## src/rtl/ultrasonic.sv

```systemverilog
// ---------------------------------------------------------------------------
// ultrasonic -- water-tank level controller driven by an ultrasonic sensor.
//
// The raw 2-bit level code from the sensor is debounced. The debounced level
// then drives a two-state pump FSM with hysteresis: it starts filling at empty
// or low and stops at full. Two indicator LEDs are decoded from the level and
// the pump state. A registered buzzer gives an empty alarm and a short chirp
// each time the tank becomes full.
//
// Optional feature, enabled by defining the macro ULTRASONIC_DRYRUN_EN:
//   a dry-run watchdog. If the pump runs for MAX_RUN clocks without the level
//   rising, the FSM enters a FAULT lockout that only reset can clear.
//
// Parameters
//   DEBOUNCE     1..15     consecutive equal samples needed to accept a level
//   BEEP_CYCLES  1..255    length of the full-tank chirp in clocks
//   MAX_RUN      2..65535  dry-run timeout in clocks (watchdog build only)
//
// Ports
//   clk     in   single clock, rising edge
//   rst_n   in   synchronous active-low reset
//   i       in   [1:0] raw level code: 00 empty, 01 low, 10 mid, 11 full
//   level   out  [1:0] debounced level code
//   motor   out  [1:0] 00 off, 01 running, 10 fault lockout
//   led     out  [1:0] led[1] tank full, led[0] pump running
//   buzzer  out  [1:0] 00 silent, 01 empty alarm, 10 full chirp, 11 fault
// ---------------------------------------------------------------------------
module ultrasonic #(
  parameter int DEBOUNCE    = 2,
  parameter int BEEP_CYCLES = 8,
  parameter int MAX_RUN     = 1000
) (
  input  logic       clk,
  input  logic       rst_n,
  input  logic [1:0] i,
  output logic [1:0] level,
  output logic [1:0] motor,
  output logic [1:0] led,
  output logic [1:0] buzzer
);

  // The state codes match the motor encoding.
  localparam logic [1:0] ST_IDLE  = 2'b00;
  localparam logic [1:0] ST_FILL  = 2'b01;
`ifdef ULTRASONIC_DRYRUN_EN
  localparam logic [1:0] ST_FAULT = 2'b10;
`endif

  localparam logic [1:0] LVL_EMPTY = 2'b00;
  localparam logic [1:0] LVL_FULL  = 2'b11;

  logic [1:0] i_q;
  logic [3:0] stab_q, stab_d;
  logic [4:0] run_len;
  logic [1:0] level_q, level_d;
  logic [7:0] beep_q, beep_d;
  logic [1:0] buzzer_q, buzzer_d;
  logic [1:0] state_q, state_d;

`ifdef ULTRASONIC_DRYRUN_EN
  logic [15:0] run_q, run_d;
  logic        level_inc;
  logic        run_hit;
`endif

  // -------------------------------------------------------------------------
  // Debounce
  // run_len is the length of the current run of equal samples, counting the
  // sample taken on this edge. The stored count saturates so a long steady
  // input cannot wrap back below DEBOUNCE.
  // -------------------------------------------------------------------------
  always_comb begin
    run_len = (i == i_q) ? ({1'b0, stab_q} + 5'd1) : 5'd1;
    stab_d  = (run_len > 5'd15) ? 4'd15 : run_len[3:0];
    level_d = level_q;
    if ((run_len >= 5'(DEBOUNCE)) && (i != level_q)) begin
      level_d = i;
    end
  end

  // -------------------------------------------------------------------------
  // Chirp counter: armed only on a transition into full, so staying full does
  // not retrigger it. Leaving full cancels any chirp still in progress.
  // -------------------------------------------------------------------------
  always_comb begin
    beep_d = beep_q;
    if ((level_d == LVL_FULL) && (level_q != LVL_FULL)) begin
      beep_d = 8'(BEEP_CYCLES);
    end else if (level_d != LVL_FULL) begin
      beep_d = 8'd0;
    end else if (beep_q != 8'd0) begin
      beep_d = beep_q - 8'd1;
    end
  end

`ifdef ULTRASONIC_DRYRUN_EN
  // -------------------------------------------------------------------------
  // Dry-run watchdog: counts pump clocks since the level last rose. Any rise
  // proves water is arriving and restarts the count.
  // -------------------------------------------------------------------------
  always_comb begin
    level_inc = (level_d > level_q);
    run_hit   = (state_q == ST_FILL) && !level_inc && (run_q == 16'(MAX_RUN - 1));
    run_d     = run_q + 16'd1;
    if ((state_q != ST_FILL) || level_inc) begin
      run_d = 16'd0;
    end
  end
`endif

  // -------------------------------------------------------------------------
  // Pump FSM: next-state logic. A mid level holds the current state, which
  // gives the fill/stop hysteresis.
  // -------------------------------------------------------------------------
  always_comb begin
    state_d = state_q;
    case (state_q)
      ST_IDLE: begin
        if (level_q[1] == 1'b0) begin
          state_d = ST_FILL;
        end
      end
      ST_FILL: begin
        if (level_q == LVL_FULL) begin
          state_d = ST_IDLE;
        end
`ifdef ULTRASONIC_DRYRUN_EN
        else if (run_hit) begin
          state_d = ST_FAULT;
        end
`endif
      end
`ifdef ULTRASONIC_DRYRUN_EN
      ST_FAULT: state_d = ST_FAULT;
`endif
      default: state_d = ST_IDLE;
    endcase
  end

  // The buzzer follows the next state, so the fault alarm starts on the same
  // edge as the motor lockout.
  always_comb begin
    buzzer_d = 2'b00;
`ifdef ULTRASONIC_DRYRUN_EN
    if (state_d == ST_FAULT) begin
      buzzer_d = 2'b11;
    end else
`endif
    if (beep_q != 8'd0) begin
      buzzer_d = 2'b10;
    end else if (level_q == LVL_EMPTY) begin
      buzzer_d = 2'b01;
    end
  end

  // -------------------------------------------------------------------------
  // State registers
  // -------------------------------------------------------------------------
  always_ff @(posedge clk) begin
    if (!rst_n) begin
      i_q      <= 2'b00;
      stab_q   <= 4'd0;
      level_q  <= 2'b00;
      beep_q   <= 8'd0;
      buzzer_q <= 2'b00;
      state_q  <= ST_IDLE;
`ifdef ULTRASONIC_DRYRUN_EN
      run_q    <= 16'd0;
`endif
    end else begin
      i_q      <= i;
      stab_q   <= stab_d;
      level_q  <= level_d;
      beep_q   <= beep_d;
      buzzer_q <= buzzer_d;
      state_q  <= state_d;
`ifdef ULTRASONIC_DRYRUN_EN
      run_q    <= run_d;
`endif
    end
  end

  // -------------------------------------------------------------------------
  // Pump FSM: output decode
  // -------------------------------------------------------------------------
  always_comb begin
    motor = 2'b00;
    case (state_q)
      ST_FILL:  motor = 2'b01;
`ifdef ULTRASONIC_DRYRUN_EN
      ST_FAULT: motor = 2'b10;
`endif
      default:  motor = 2'b00;
    endcase
  end

  assign level  = level_q;
  assign buzzer = buzzer_q;
  assign led    = {(level_q == LVL_FULL), (motor == 2'b01)};

endmodule

```

## config.mk

```make
export PLATFORM = sky130hd
export DESIGN_NAME = ultrasonic
export DESIGN_NICKNAME = d
export VERILOG_FILES = /design/src/rtl/ultrasonic.sv
export SDC_FILE = /design/constraint.sdc
export NUM_CORES = 1
export LEC_CHECK = 0
export CORE_MARGIN = 5
export CORE_UTILIZATION = 52
export DETAILED_ROUTE_END_ITERATION = 16
export HOLD_SLACK_MARGIN = 0.02
export PLACE_DENSITY = 0.74
export SETUP_SLACK_MARGIN = 0.02
export SKIP_CTS_REPAIR_TIMING = 1
export SLEW_MARGIN = 20
export SYNTH_ARGS = -nofsm -noshare
export SYNTH_HDL_FRONTEND = slang
export SYNTH_SLANG_ARGS = --single-unit
```

## constraint.sdc

```tcl
create_clock -name clk -period 2 [get_ports clk]
set_clock_uncertainty 0.15 [all_clocks]
set_input_delay 0.4 -clock clk [delete_from_list [all_inputs] [get_ports clk]]
set_output_delay 0.4 -clock clk [all_outputs]
set_load 0.05 [all_outputs]
```

; ---- Word-level counts from Yosys, hierarchy flattened
; Index checks and enable logic that the tools add are counted.
[word_totals]
elab_cells = 44
register_bits = 20
inputBits = 4
[classes]
order_cmp = 2
n_mux = 12
n_bitwise = 1
reduce_logical = 9
eq_ne = 10
n_addsub = 2
[op_table]
columns = operator, n
row1 = 4-bit 2-to-1 mux, 4
row2 = 2-bit 2-to-1 mux, 4
row3 = 2-bit != test (second input constant), 4
row4 = 8-bit nonzero test, 1
row5 = 8-bit by 1-bit subtractor with 8-bit output (second input constant), 1
row6 = 4-bit by 1-bit adder with 5-bit output (second input constant), 1
row7 = 5-bit by 2-bit >= comparator with 1-bit output (second input constant), 1
row8 = 5-bit by 4-bit greater-than comparator with 1-bit output (second input constant), 1
row9 = 5-bit 2-to-1 mux, 1
row10 = 2-bit by 1-bit equality test with 1-bit output (second input constant), 2
row11 = 2-bit equality test (second input constant), 2
row12 = 2-bit zero test, 2
row13 = 2-bit one-hot mux with 2 select lines, 1
row14 = 3-bit nonzero test, 1
row15 = 3-bit OR reduction, 1
row16 = 2-bit equality test, 1
row17 = 1-bit logical AND, 2
row18 = 1-bit 2-to-1 mux, 2
row19 = 2-bit != test, 1
row20 = 2-bit AND reduction, 1
row21 = 2-bit OR reduction, 1
row22 = 1-bit inverter, 1

; ---- Depth between registers and ports, before layout
[logic_depth]
ltp_word = 8
mapped_depth = 7
depth_no_buf = 6

; ---- Worst setup path after synthesis
; No wires, ideal clock.
[synth_path]
path_kind = register to register
startpoint = reg level_q[1], in the netlist level[1]
endpoint = reg beep_q[1]
n_path_buf = 1
slack_ns = -0.189
setup_ns = 0.112
stages_incl_launch_ff = 5
synth_period_minus_slack_ns = 2.189
arrival_time_ns = 1.926
path_cell_list = dfxtp_1 > and2_0 > clkbuf_1 > nand2_1 > a2111oi_1
[synth_via]
elab_chain_len = 6
[synth_lines]
columns = item, line
row1 = "start, declared", 55  ; logic [1:0] level_q, level_d;
row2 = "start signal, assigned", 173  ; level_q <= level_d;
row3 = 2-bit != test, 76  ; if ((run_len >= 5'(DEBOUNCE)) && (i != level_q)) begin
row4 = 1-bit logical AND, 76
row5 = 2-bit 2-to-1 mux, 76
row6 = 2-bit equality test, 87  ; if ((level_d == LVL_FULL) && (level_q != LVL_FULL)) begin
row7 = 1-bit logical AND, 87
row8 = 3-bit OR reduction (no source line) (*), --
row9 = "end signal, assigned", 174  ; beep_q <= beep_d;
row10 = "end, declared", 56  ; logic [7:0] beep_q, beep_d;
; Mark *: on every way between the ends. The rest lies on a longest branch, timed or not.
; A chain may end at the register's enable or synchronous reset.

; ---- Worst setup path in the final report
[layout_path]
startpoint = reg level_q[1], in the netlist level[1]
endpoint = out led[1]
[layout_via]
elab_chain_len = 1
[layout_lines]
columns = item, line
row1 = 2-bit equality test, 199  ; assign led = {(level_q == LVL_FULL), (motor == 2'b01)};
row2 = "end, declared", 38  ; output logic [1:0] led,
; No other way between the ends.

==> impl_metrics.env <==
export IMPL_place_inst=123
export IMPL_synth_largest_area_cell="dfxtp_1"
export IMPL_rows=15
export IMPL_power_internal_uw=506.0
export IMPL_ys_types=36
export IMPL_vdd_ir_drop_max_uv=508.3
export IMPL_regToRegSetupSlack_ns=0.23
export IMPL_rr_worst_depth=6
export IMPL_grtUsageTotal=0.1396
export IMPL_maxCapViolCount=0
export IMPL_via_count=706
export IMPL_area_delta_synth_final_pct=17.06
export IMPL_layout_cells_non_filler=127
export IMPL_p_per_area_mw_per_mm2=658.0
export IMPL_drc_errors=0
export IMPL_ys_ff_latch=19
export IMPL_insertion_delay_ns=0.29
export IMPL_layout_commonest_cell="dfxtp_1"
export IMPL_p_total_uw=694.8
export IMPL_clock_tree_buffer_depth=2
export IMPL_p_leak_uw=0.0004389
export IMPL_cts_root_buf="clkbuf_4"
export IMPL_layout_drive_gt1_share=0.2000
export IMPL_criticalPathCategory="reg2out"
export IMPL_path_clk_slew_ns=0.11
export IMPL_crit_fanout=5
export IMPL_clock_power_share=0.272
export IMPL_pin_count=12
export IMPL_yosys_warnings=0
export IMPL_wl_per_cell_microns=12.77
export IMPL_viasPerCell=5.559
export IMPL_rsz0062_at_grt="no"
export IMPL_hold_start="stab_q[0]"
export IMPL_netlist_area_leader_share=0.4216
export IMPL_grt_overflow=0
export IMPL_fin_crit_ns=1.788
export IMPL_worstMarginPinSlew_ns=0.5038
export IMPL_cts_htree_levels=1
export IMPL_worstPathArrival_ns=1.24
export IMPL_rr_startpoint="beep_q[0]"
export IMPL_firstDrtPassIters=4
export IMPL_holdPathStages=1
export IMPL_initial_core_util=0.5341
export IMPL_setup_viol_count_final=0
export IMPL_cts_tree="yes"
export IMPL_seq_area_frac_synth=0.4216
export IMPL_r2r_end="beep_q[3]"
export IMPL_post_dp_hpwl_microns=1261
export IMPL_holdPathEnd="stab_q[0]"
export IMPL_die_area_sq_mm=0.002668
export IMPL_worstSetupStartpointType="register"
export IMPL_drv_slew=0
export IMPL_p_comb_frac=0.156
export IMPL_slew_limit_headroom=0.6636
export IMPL_period_share=0.8942
export IMPL_synth_area_per_cell_sq_um=9.397
export IMPL_cts_sinks=19
export IMPL_io_buffers=10
export IMPL_switching_power_uw=188.8
export IMPL_critPathRequiredTime_ns=1.45
export IMPL_hold_viol=0
export IMPL_grt_max_degree=11
export IMPL_synthCells=96
export IMPL_swShare=0.2717
export IMPL_antenna_found_initial=0
export IMPL_endpoint_kind="output port"
export IMPL_grt_pass1_vias=679
export IMPL_synth_area_leaders="dfxtp_1, xnor2_1, nand2_1"
export IMPL_sequentialPowerShare=0.572
export IMPL_layout_common_cells="dfxtp_1, nand2_1, buf_4, inv_1, nor2_1"
export IMPL_drtIter0Drc=8
export IMPL_nNetsFinal=117
export IMPL_place_congestion=0.7913
export IMPL_routed_wl_microns=1622
export IMPL_cts_inserted_buffers=3
export IMPL_hold_path_class="reg2reg"
export IMPL_fin_setup_tns_ns=0
export IMPL_antenna_left=0
export IMPL_n_antenna_cell=0
export IMPL_core_region_area_sq_mm=0.001689
export IMPL_netlist_area_sq_um=902.1
export IMPL_fp_dieH_microns=51.65
export IMPL_clock_fmax_mhz=559.2
export IMPL_die_w_microns=51.65
export IMPL_status="complete, no violations"
export IMPL_synth_nets=102
export IMPL_grt_pass1_wl_microns=2794
kinds of logic (layout without fill, tap and decap cells):
kind of cell | Yosys count | count (layout) | synth area share
simple gates | 38 | 38 | 0.2414
mux | 3 | 3 | 0.03329
xor+xnor | 6 | 6 | 0.05825
flops | 19 | 19 | 0.4216
buf+inv | 11 | 25 | 0.05547
fa+ha+maj | 2 | 2 | 0.02773
compound gates | 16 | 16 | 0.1581
other cells | 1 | 1 | 0.004157
stage by stage:
| stage | utilization | hold WS (ns) | cell area [sq um] | worst slack [ns] |
|---|---|---|---|---|
| after floorplan | - | 0.2890 | 903.4 | 0.1332 |
| final | 0.6252 | 0.3462 | 1056 | 0.2116 |
| after CTS | 0.6237 | 0.3513 | 1054 | 0.03735 |
| after detailed placement | 0.6081 | 0.3280 | 1027 | 0.01449 |
| after global routing | 0.6252 | 0.3743 | 1056 | 0.1198 |
| after global placement | 0.6081 | 0.3020 | 1027 | 0.02568 |
final cells by class:
cell class                 count  area, sq um
multi-input combinational     66        471.7
clock buffer                   4        26.28
inverter                       7        26.28
tap                           17        21.27
sequential                    19        380.4
timing repair buffer          14        130.1
fill                         152        633.1
worst max path at each step:
stage,startpoint,end,slack (ns),cells after the start
final,level[1],led[1],0.21,2
after global routing,beep_q[0],beep_q[3],0.12,6
after CTS,buzzer[1],buzzer[1],0.04,1
after detailed placement,i[1],beep_q[2],0.01,5
after global placement,i[0],beep_q[4],0.03,5
after floorplan,level[1],beep_q[1],0.13,4
sequential cells by signal, indices dropped and copies added (netlist names):
register / count
level: 2
stab_q: 4
i_q: 2
buzzer: 2
beep_q: 8
state_q: 1
cells in the mapped netlist, drive strengths merged:
cell and instances:
clkbuf 1, or4 1, a2111oi 1, ha 2, o21bai 1, nand2b 1, dfxtp 19, a21oi 4
a211oi 1, nor2 8, xnor2 6, nor2b 1, nand2 9, nand3 2, nor3b 1, a311oi 1
inv 7, a221oi 1, nor4 5, buf 3, o31ai 1, mux2i 3, and2 4, o211a 1
a22oi 1, nor3 5, a31oi 2, and3 1, conb 1, a211o 1, a21boi 1
metal layers:
metal | GRT usage | vias up | share of wire
li1 | - | 363 | -
met1 | 0.1579 | 334 | 0.47
met2 | 0.2436 | 7 | 0.49
met3 | 0.04011 | 2 | 0.031
met4 | 0.05677 | 0 | 0.010
met5 | 0 | - | 0
critical path: stages (launching register included):
cell	delay, ns
dfxtp_1	0.42
and2_0	0.35
buf_12	0.18
power groups by stage:
stage	Sequential [uW]	Combinational, uW	Clock [uW]
2_1_floorplan	425	55.9	0
3_3_place_gp	405	107	0
3_5_place_dp	406	109	0
4_1_cts	398	109	195
5_1_grt	399	117	217
6_report	397	108	189
Power figures use the tool's default switching activity.
